<file path="config.mk">
export PLATFORM = sky130hd
export DESIGN_NAME = tas_shift_engine_flat
export DESIGN_NICKNAME = d
export VERILOG_FILES = /design/src/rtl/tas_shift_if.sv /design/src/rtl/tas_shift_engine.sv /design/src/flat_wrapper.sv
export SDC_FILE = /design/constraint.sdc
export NUM_CORES = 1
export LEC_CHECK = 0
export ABC_AREA = 1
export BUFFER_PORTS_ARGS = -buffer_cell sky130_fd_sc_hd__buf_2
export CAP_MARGIN = 0
export CELL_PAD_IN_SITES_DETAIL_PLACEMENT = 0
export CELL_PAD_IN_SITES_GLOBAL_PLACEMENT = 1
export CORE_MARGIN = 2
export CORE_UTILIZATION = 50
export CTS_CLUSTER_SIZE = 40
export DETAILED_ROUTE_END_ITERATION = 6
export GPL_TIMING_DRIVEN = 0
export HOLD_SLACK_MARGIN = 0.12
export PLACE_DENSITY = 0.91
export SETUP_SLACK_MARGIN = 0.05
export SLEW_MARGIN = 40
export SYNTH_ARGS = -nofsm -noshare
export SYNTH_HDL_FRONTEND = slang
export SYNTH_SLANG_ARGS = --single-unit
</file>
<file path="constraint.sdc">
create_clock -name clk -period 6.41 [get_ports clk]
set_input_delay 0.641 -clock clk [delete_from_list [all_inputs] [get_ports clk]]
set_output_delay 0.641 -clock clk [all_outputs]
set_load 0.1 [all_outputs]
</file>
<file path="src/rtl/tas_shift_if.sv">
// Host-side frame write channel for tas_shift_engine.
// valid/ready: a frame transfers on any clk edge where wr_valid && wr_ready; wr_data must be stable while wr_valid is high.
interface tas_shift_if #(
    parameter int WIDTH    = 16,
    parameter int CHANNELS = 2
);
    logic                      wr_valid;
    logic                      wr_ready;
    logic [CHANNELS*WIDTH-1:0] wr_data;

    modport master (output wr_valid, output wr_data, input wr_ready);
    modport slave  (input wr_valid, input wr_data, output wr_ready);
endinterface

</file>
<file path="src/rtl/tas_shift_engine.sv">
// Multi-channel console serial output engine: frame FIFO, synchronised latch/clock strobes, MSB-first shifting.
// Optional feature macro: TAS_SHIFT_REPEAT_EN (an empty-FIFO latch replays the last loaded frame).
module tas_shift_engine #(
    parameter int WIDTH       = 16,
    parameter int CHANNELS    = 2,
    parameter int DEPTH       = 8,
    parameter int SYNC_STAGES = 2
) (
    input  logic                        clk,
    input  logic                        rst_n,
    input  logic                        con_latch,
    input  logic                        con_clk,
    tas_shift_if.slave                  wr,
    input  logic [CHANNELS-1:0]         overread,
    output logic [CHANNELS-1:0]         data_out,
    output logic [$clog2(DEPTH):0]      fifo_level,
    output logic [15:0]                 frame_count,
    output logic [7:0]                  underflow_count,
    output logic [$clog2(WIDTH+1)-1:0]  dbg_bit_cnt
);
    localparam int PW = $clog2(DEPTH);
    localparam int LW = PW + 1;
    localparam int CW = $clog2(WIDTH + 1);

    typedef logic [CHANNELS-1:0][WIDTH-1:0] frame_t;

    logic [SYNC_STAGES-1:0] lat_sync_q, lat_sync_d, clk_sync_q, clk_sync_d;
    logic                   lat_last_q, lat_last_d, clk_last_q, clk_last_d;
    logic                   lat_rise_q, lat_rise_d, clk_rise_q, clk_rise_d;

    frame_t                 mem_q [DEPTH];
    logic [PW-1:0]          wr_ptr_q, wr_ptr_d, rd_ptr_q, rd_ptr_d;
    logic [LW-1:0]          level_q, level_d;
    frame_t                 shreg_q, shreg_d;
    logic [CW-1:0]          bit_cnt_q, bit_cnt_d;
    logic [15:0]            frame_cnt_q, frame_cnt_d;
    logic [7:0]             uflow_q, uflow_d;
    logic                   push, pop;
`ifdef TAS_SHIFT_REPEAT_EN
    frame_t                 last_q, last_d;
`endif

    assign wr.wr_ready      = (level_q != LW'(DEPTH));
    assign push             = wr.wr_valid && wr.wr_ready;
    assign pop              = lat_rise_q && (level_q != '0);
    assign fifo_level       = level_q;
    assign frame_count      = frame_cnt_q;
    assign underflow_count  = uflow_q;
    assign dbg_bit_cnt      = bit_cnt_q;

    // Rise pulses are registered so a latch and a clock edge seen together can be arbitrated in one cycle.
    always_comb begin
        lat_sync_d = {lat_sync_q[SYNC_STAGES-2:0], con_latch};
        clk_sync_d = {clk_sync_q[SYNC_STAGES-2:0], con_clk};
        lat_last_d = lat_sync_q[SYNC_STAGES-1];
        clk_last_d = clk_sync_q[SYNC_STAGES-1];
        lat_rise_d = lat_sync_q[SYNC_STAGES-1] & ~lat_last_q;
        clk_rise_d = clk_sync_q[SYNC_STAGES-1] & ~clk_last_q;
    end

    always_comb begin
        wr_ptr_d    = push ? wr_ptr_q + PW'(1) : wr_ptr_q;
        rd_ptr_d    = pop  ? rd_ptr_q + PW'(1) : rd_ptr_q;
        level_d     = level_q + LW'(push) - LW'(pop);
        shreg_d     = shreg_q;
        bit_cnt_d   = bit_cnt_q;
        frame_cnt_d = frame_cnt_q;
        uflow_d     = uflow_q;
`ifdef TAS_SHIFT_REPEAT_EN
        last_d      = last_q;
`endif
        if (lat_rise_q) begin
            bit_cnt_d = '0;
            if (pop) begin
                shreg_d     = mem_q[rd_ptr_q];
                frame_cnt_d = frame_cnt_q + 16'd1;
`ifdef TAS_SHIFT_REPEAT_EN
                last_d      = mem_q[rd_ptr_q];
`endif
            end else begin
                if (uflow_q != 8'hFF) uflow_d = uflow_q + 8'd1;
`ifdef TAS_SHIFT_REPEAT_EN
                shreg_d = last_q;
`else
                shreg_d = '1;
`endif
            end
        end else if (clk_rise_q && !lat_last_q) begin
            for (int c = 0; c < CHANNELS; c++) begin
                shreg_d[c] = {shreg_q[c][WIDTH-2:0], overread[c]};
            end
            if (bit_cnt_q != CW'(WIDTH)) bit_cnt_d = bit_cnt_q + CW'(1);
        end
    end

    // The serial output is the shift register MSB, so it is registered by construction.
    always_comb begin
        data_out = '0;
        for (int c = 0; c < CHANNELS; c++) begin
            data_out[c] = shreg_q[c][WIDTH-1];
        end
    end

    always_ff @(posedge clk) begin
        if (push) mem_q[wr_ptr_q] <= frame_t'(wr.wr_data);
    end

    always_ff @(posedge clk) begin
        if (!rst_n) begin
            lat_sync_q  <= '0;
            clk_sync_q  <= '0;
            lat_last_q  <= 1'b0;
            clk_last_q  <= 1'b0;
            lat_rise_q  <= 1'b0;
            clk_rise_q  <= 1'b0;
            wr_ptr_q    <= '0;
            rd_ptr_q    <= '0;
            level_q     <= '0;
            shreg_q     <= '1;
            bit_cnt_q   <= '0;
            frame_cnt_q <= '0;
            uflow_q     <= '0;
`ifdef TAS_SHIFT_REPEAT_EN
            last_q      <= '1;
`endif
        end else begin
            lat_sync_q  <= lat_sync_d;
            clk_sync_q  <= clk_sync_d;
            lat_last_q  <= lat_last_d;
            clk_last_q  <= clk_last_d;
            lat_rise_q  <= lat_rise_d;
            clk_rise_q  <= clk_rise_d;
            wr_ptr_q    <= wr_ptr_d;
            rd_ptr_q    <= rd_ptr_d;
            level_q     <= level_d;
            shreg_q     <= shreg_d;
            bit_cnt_q   <= bit_cnt_d;
            frame_cnt_q <= frame_cnt_d;
            uflow_q     <= uflow_d;
`ifdef TAS_SHIFT_REPEAT_EN
            last_q      <= last_d;
`endif
        end
    end
endmodule

</file>
<file path="src/flat_wrapper.sv">
// flat-port wrapper written by rule: the top's interface ports become plain ports
module tas_shift_engine_flat 
#(
    parameter int WIDTH       = 16,
    parameter int CHANNELS    = 2,
    parameter int DEPTH       = 8,
    parameter int SYNC_STAGES = 2
)
  (clk, rst_n, con_latch, con_clk, overread, data_out, fifo_level, frame_count, underflow_count, dbg_bit_cnt, wr_wr_valid, wr_wr_data, wr_wr_ready);
  tas_shift_if #(.WIDTH(WIDTH), .CHANNELS(CHANNELS)) wr_i ();
  input  logic clk;
  input  logic rst_n;
  input  logic con_latch;
  input  logic con_clk;
  input  logic [CHANNELS-1:0] overread;
  output logic [CHANNELS-1:0] data_out;
  output logic [$clog2(DEPTH):0] fifo_level;
  output logic [15:0] frame_count;
  output logic [7:0] underflow_count;
  output logic [$clog2(WIDTH+1)-1:0] dbg_bit_cnt;
  input wire logic [$bits(wr_i.wr_valid)-1:0] wr_wr_valid;
  input wire logic [$bits(wr_i.wr_data)-1:0] wr_wr_data;
  output wire logic [$bits(wr_i.wr_ready)-1:0] wr_wr_ready;
  assign wr_i.wr_valid = wr_wr_valid;
  assign wr_i.wr_data = wr_wr_data;
  assign wr_wr_ready = wr_i.wr_ready;
  tas_shift_engine #(.WIDTH(WIDTH), .CHANNELS(CHANNELS), .DEPTH(DEPTH), .SYNC_STAGES(SYNC_STAGES)) u_core (.clk(clk), .rst_n(rst_n), .con_latch(con_latch), .con_clk(con_clk), .wr(wr_i), .overread(overread), .data_out(data_out), .fifo_level(fifo_level), .frame_count(frame_count), .underflow_count(underflow_count), .dbg_bit_cnt(dbg_bit_cnt));
endmodule
</file>
==> results of run 1 <==
-- cell type report --
type,count,area [um2]
flip-flops and latches,338,9330
plain buffers,71,407
fillers,2267,11300
repair buffers,90,723
clock inverters,16,145
inverters,82,318
multi-input cells,829,3930
clock buffers,48,975
well taps,378,473
-- cells in the mapped netlist, types with 2 or more instances --
cell type / count
nor3b_1: 2
o21bai_1: 9
a21oi_1: 33
clkbuf_1: 17
nor3_1: 4
inv_4: 2
inv_1: 73
ha_1: 12
xor2_1: 5
nor2_1: 52
o211ai_1: 17
xnor2_1: 3
inv_2: 5
o21ai_0: 46
buf_2: 28
nand3_2: 2
buf_4: 18
nand2_1: 386
buf_6: 5
edfxtp_1: 256
nand3_1: 239
nand4_1: 5
a211oi_1: 2
nand2_2: 3
buf_1: 3
dfxtp_1: 82
a21oi_2: 2
-- per-layer routing --
metal | global-route usage | vias up | wire (um)
li1 | - | 4782 | -
met1 | 0.307 | 4723 | 13800
met2 | 0.393 | 363 | 16200
met3 | 0.0280 | 56 | 2110
met4 | 0.0733 | 0 | 696
met5 | 0 | - | 0
-- sequential cells by signal (all words and copies together) (netlist names), named ones only --
| name | count |
|---|---|
| u_core.clk_last_q | 1 |
| u_core.clk_rise_q | 1 |
| u_core.clk_sync_q | 2 |
| u_core.data_out | 2 |
| u_core.mem_q | 256 |
| u_core.shreg_q | 30 |
| u_core.frame_count | 16 |
| u_core.wr_ptr_q | 3 |
| u_core.dbg_bit_cnt | 5 |
| u_core.fifo_level | 4 |
| u_core.lat_sync_q | 2 |
| u_core.lat_last_q | 1 |
| u_core.rd_ptr_q | 3 |
| u_core.underflow_count | 8 |
| u_core.lat_rise_q | 1 |
-- kinds of logic (layout without fill, tap and decap cells) --
family	count (synthesis)	count (layout)
AOI/OAI and AO/OA	110	110
xor gates and xnor gates	8	8
adders and majority gates	13	13
buffers and inverters	153	307
DFF	338	338
and+or+nand+nor	698	698
-- worst max-delay path, cell delays in order, from the launching register on --
cell	delay (ns)
dfxtp_1	0.33
inv_1	0.08
ha_1	0.21
nand3_2	0.11
nand2_2	0.09
inv_2	0.08
buf_4	0.20
buf_4	0.22
ha_1	0.25
inv_1	0.05
ha_1	0.16
inv_1	0.06
fa_1	0.37
xor2_1	0.15
nor2_1	0.05
-- where the power goes --
part / internal, mW / switching (mW) / leakage (nW)
logic: 0.174 / 0.449 / 2.73
clock network: 1.15 / 0.826 / 0.553
registers: 2.48 / 0.0352 / 2.99
total: 3.81 / 1.31 / 6.28
-- metrics by stage --
| step | power (mW) | instances |
|---|---|---|
| finish | 5.12 | 1852 |
| CTS | 5.14 | 1852 |
| floorplan | 2.96 | 1320 |
| global placement | 3.13 | 1772 |
| global route | 5.29 | 1852 |
| detailed placement | 3.18 | 1788 |
-- worst paths after layout --
check                         end
max reg2reg  u_core.fifo_level[2]
min          u_core.lat_sync_q[0]
max          u_core.fifo_level[2]
min reg2reg     u_core.clk_rise_q
==> impl_metrics.json, run 1 <==
{
  "powerDensity_mw_per_mm2": 314,
  "grtUsageTotal": 0.229,
  "synth-xor-area-share": 0.00503,
  "ant_nets": 0,
  "antenna_found_initial": 0,
  "synth_top_family_by_area": "simple AND/OR/NAND/NOR gates",
  "fin_ws_ns": 3.89,
  "cts_tree": "done",
  "crit_required_ns": 6.80,
  "hold_buffers": 0,
  "die_area_mm2": 0.0292,
  "holdWs_ns": 0.315,
  "finalSetupViolations": 0,
  "ir_drop_uv": 246,
  "hold_path_class": "primary input to flop",
  "min_period_over_period": 0.393,
  "finalMaxSlewViolations": 0,
  "synthArstFlopShare": 0,
  "synth_cell_type_count": 36,
  "crit_path_start_kind": "flop",
  "hold_depth": 3,
  "grt_pass1_vias": 9405,
  "root_buffer": "clkbuf_16",
  "r2r_start": "u_core.fifo_level[2]",
  "synth_top_area_share": 0.552,
  "dp_slack_ns": 3.89,
  "drive_gt1_frac": 0.150,
  "cts.path.max_buffers": 3,
  "clkSlewWorstSetupHoldPaths_ns": 0.06,
  "grt_pass1_wl_mm": 51.0,
  "synthMuxAreaShare": 0,
  "synth_edf_count": 256,
  "clk-insertion-delay-late_ns": 0.53,
  "cts.repair.resized": 0,
  "reg2reg_slack_ns": 3.89,
  "wl_per_cell_um": 17.7,
  "cts_setup_buffers": 0,
  "nets": 1499,
  "tightest_slew_ns": 0.722,
  "post_drt_via_cell_ratio": 5.36,
  "postLayoutCoreUtil": 0.590,
  "final_area_mm2": 0.0163,
  "cp_max_fo": 10,
  "vias": 9924,
  "firstDrtPassIters": 6,
  "min_from": "con_latch",
  "placed_area_mm2": 0.0152,
  "drt_iter0_markers": 940,
  "min_period_ns": 2.52,
  "rr_worst_depth": 14,
  "syn-cell-area_mm2": 0.0139,
  "finalHoldViolations": 0,
  "cellLeakagePower_nw": 6.28,
  "synth_cells": 1320,
  "area_growth_pct": 17.1,
  "setup-tns-final_ns": 0,
  "start_util": 0.504,
  "layout_commonest_cell": "nand2_1",
  "skew_ns": 0.0271,
  "critPathKind": "flop to flop",
  "synthSimpleGateAreaFrac": 0.215,
  "grt_overflow": 0,
  "drc": 0,
  "drt_wl_total_mm": 32.8,
  "die_x_um": 171,
  "crit_arrival_ns": 2.91,
  "grt_max_degree": 18,
  "gp_congestion": 0.797,
  "ys_seq_area_frac": 0.670,
  "ys_seq_elements": 338,
  "yosysTopAreaCell": "edfxtp_1",
  "yosys_warnings": 0,
  "synth_compound_area_frac": 0.0453,
  "design.core.area_mm2": 0.0276,
  "synth-main-ff-cell": "edfxtp_1",
  "hpwl_mm": 22.2,
  "n_antenna_cell": 0,
  "synth.avg_cell_area_um2": 10.5,
  "io_buffer_count": 74,
  "rsz0062_at_grt": "false",
  "startpoint": "u_core.fifo_level[2]",
  "rows": 61,
  "slew_headroom": 0.518,
  "cts.sinks": 338,
  "ios": 75,
  "synthesis.nets": 1372,
  "cts_buffers": 35,
  "cap_viol_max_count": 0,
  "die_h_um": 171,
  "synthAdderAreaFrac": 0.0122,
  "final_cell_mix": "nand2_1, edfxtp_1, nand3_1",
  "end_kind": "flop",
  "status": "finished, final reports clean",
  "synth_area_leaders": "edfxtp_1, dfxtp_1, nand2_1",
  "htreeDepth": 2,
  "max_clock_freq_mhz": 397
}
(Power assumes the default switching activity.)
==> inputs of run 2 (changes only) <==
--- a/config.mk
+++ b/config.mk
@@ -5,7 +5,7 @@
 export SDC_FILE = /design/constraint.sdc
 export NUM_CORES = 1
 export LEC_CHECK = 0
-export ABC_AREA = 1
+export ABC_AREA = 0
 export BUFFER_PORTS_ARGS = -buffer_cell sky130_fd_sc_hd__buf_2
 export CAP_MARGIN = 0
 export CELL_PAD_IN_SITES_DETAIL_PLACEMENT = 0
@@ -16,7 +16,7 @@
 export DETAILED_ROUTE_END_ITERATION = 6
 export GPL_TIMING_DRIVEN = 0
 export HOLD_SLACK_MARGIN = 0.12
-export PLACE_DENSITY = 0.91
+export PLACE_DENSITY = 0.87
 export SETUP_SLACK_MARGIN = 0.05
 export SLEW_MARGIN = 40
 export SYNTH_ARGS = -nofsm -noshare
==> constraint.sdc (replaced) <==
create_clock -name clk -period 2.51 [get_ports clk]
set_input_delay 0.251 -clock clk [delete_from_list [all_inputs] [get_ports clk]]
set_output_delay 0.251 -clock clk [all_outputs]
set_load 0.1 [all_outputs]
==> run 2 against run 1 <==
Net effect:
- sequential share of layout area increased by 2.0 points
- global-route usage decreased by 2.2 points
- largest power group unchanged
- non-clock buffer count increased by 15
- combinational power increased by 140%
- worst setup slack got worse by 3.7 ns
- die area decreased by 7.2%
- first-iteration DRC count decreased by 45%
- synthesized cell count decreased by 43%
- fmax increased by 6.4%
- sequential power increased to 2.5 times the previous value
- cell area decreased by 3.3%
- sequential cell count unchanged
==> impl_metrics.json, run 2 <==
{
  "synth_cell_type_count": 41,
  "htreeDepth": 2,
  "crit_required_ns": 2.89,
  "yosysTopAreaCell": "edfxtp_1",
  "synth.most_common_cell": "edfxtp_1",
  "skew_ns": 0.00976,
  "die_area_mm2": 0.0271,
  "cts_buffers": 35,
  "crit_path_start_kind": "flop",
  "slew_headroom": 0.451,
  "ys_seq_elements": 338,
  "wl_per_cell_um": 21.0,
  "multiInputGateArea_mm2": 0.00348,
  "fill_cells": 1829,
  "min_period_ns": 2.37,
  "synth_edf_count": 256,
  "grt_pass1_wl_mm": 42.0,
  "firstDrtPassIters": 5,
  "finalSetupViolations": 0,
  "n_antenna_cell": 0,
  "crit_arrival_ns": 2.75,
  "cap_viol_max_count": 0,
  "antenna_found_initial": 0,
  "grtUsageTotal": 0.207,
  "cts.path.max_buffers": 3,
  "syn-cell-area_mm2": 0.0129,
  "synth_cells": 758,
  "regMostFlops": "u_core.mem_q",
  "layout_commonest_cell": "edfxtp_1",
  "cp_cell_sequence": "inv_4 -> ha_4 -> or3b_4 -> buf_8 -> nand2_8 -> inv_1 -> ha_4 -> inv_2 -> ha_4 -> buf_4 -> a21o_1 -> a21oi_2 -> xnor2_1 -> nor2_1",
  "cts.sinks": 338,
  "root_buffer": "clkbuf_16",
  "synth_area_leaders": "edfxtp_1, dfxtp_1, mux4_2",
  "grt_overflow": 0,
  "synth_commonest_cells": "edfxtp_1, dfxtp_1, nor2_1",
  "ys_seq_area_frac": 0.723,
  "finalHoldViolations": 0,
  "synth-main-ff-cell": "edfxtp_1",
  "drt_wl_total_mm": 27.0,
  "final_cell_mix": "edfxtp_1, buf_2, dfxtp_1",
  "worst_path_max_delay_cell": "or3b_4",
  "status": "finished, final reports clean",
  "die_x_um": 165,
  "largest_reg_flops": 256,
  "design.core.area_mm2": 0.0253,
  "ant_nets": 0,
  "rows": 58,
  "end_kind": "flop",
  "postLayoutCoreUtil": 0.624,
  "register_area_mm2": 0.00934,
  "synthArstFlopShare": 0,
  "grt_pass1_vias": 7565,
  "yosys_warnings": 0,
  "ios": 75,
  "synthesis.nets": 810,
  "cts_tree": "done",
  "crit_path_frequent_cell": "ha_4",
  "grt_max_degree": 15,
  "synth.avg_cell_area_um2": 17.0,
  "clkSlewWorstSetupHoldPaths_ns": 0.06,
  "cp_top_family": "adder cells",
  "cellLeakagePower_nw": 5.26,
  "max_clock_freq_mhz": 422,
  "gp_congestion": 0.761,
  "tightest_slew_ns": 0.824,
  "min_period_over_period": 0.944,
  "drc": 0,
  "cp_max_fo": 5,
  "path_buf_inv": 5,
  "rsz0062_at_grt": "true",
  "max_stage_delay_ns": 0.39,
  "hold_path_class": "primary input to flop",
  "clk-insertion-delay-late_ns": 0.51,
  "hpwl_mm": 16.6,
  "total_power_mw": 12.9,
  "area_growth_pct": 22.2,
  "ir_drop_uv": 601,
  "post_drt_via_cell_ratio": 5.71,
  "critPathKind": "flop to flop",
  "die_h_um": 165,
  "drt_iter0_markers": 519,
  "start_util": 0.511,
  "nets": 983,
  "vias": 7338,
  "drive_gt1_frac": 0.265,
  "synth_top_area_share": 0.596,
  "io_buffer_count": 74,
  "powerDensity_mw_per_mm2": 819,
  "finalMaxSlewViolations": 0
}
## run 2: area by class of cell
type,instances,share of cell area
sequential,338,0.593
multi-input combinational,367,0.221
timing repair buffer,136,0.0726
clock buffer,56,0.0692
tap,330,0.0262
buffer,40,0.0129
inverter,13,0.00326
clock inverter,6,0.00199
## run 2: logic make-up after synthesis
logic type	synth area share
xor+xnor	0.0156
simple gates	0.0698
flops	0.723
mux	0.114
fa+ha+maj	0.0132
buf+inv	0.0177
compound gates	0.0464
## run 2: what timing repair did
action | in CTS | in global routing
hold endpoints to repair | 262 | 0
setup endpoints to repair | 37 | 51
hold buffers | 37 | 0
gates cloned | 0 | 0
setup buffers | 5 | 2
gates resized for setup | 7 | 6
pin swaps | 3 | 5
## run 2: per-layer routing
layer  wire (um)  part of all wire  up-vias  global-route usage
li1            -                 -     3320                   -
met1       11500              0.43     3764               0.284
met2       13400              0.50      206               0.340
met3        1410             0.052       48              0.0359
met4         676             0.025        0              0.0719
met5           0                 0        -                   0
## run 2: per-stage QoR
stage / instances / hold slack, ns / setup WS (ns) / TNS (ns) / instance area, um2
2_1_floorplan: 758 / 0.350 / -0.317 / -19.16 / 13000
3_3_place_gp: 1162 / 0.372 / -0.729 / -66.58 / 13800
3_5_place_dp: 1180 / 0.381 / -0.173 / -2.92 / 14100
4_1_cts: 1284 / 0.275 / 0.0468 / 0 / 15700
5_1_grt: 1286 / 0.334 / 0.0279 / 0 / 15800
6_report: 1286 / 0.295 / 0.140 / 0 / 15800
## run 2: where the power goes
part | total [mW] | switching (mW) | internal [mW]
combinational | 1.51 | 0.892 | 0.614
clock | 4.99 | 2.02 | 2.98
sequential | 6.40 | 0.107 | 6.30
total | 12.9 | 3.01 | 9.89
## run 2: worst paths after layout
kind	from	cells after the start	endpoint	slack [ns]
setup / recovery	u_core.fifo_level[2]	14	u_core.fifo_level[3]	0.14
hold / removal	rst_n	3	u_core.fifo_level[0]	0.30
setup reg to reg	u_core.fifo_level[2]	14	u_core.fifo_level[3]	0.14
hold reg to reg	u_core.clk_last_q	1	u_core.clk_rise_q	0.39
## run 2: tightest hold or removal path: stages
cell and delay, ns:
buf_2 0.12, clkbuf_1 0.21, and2_1 0.19
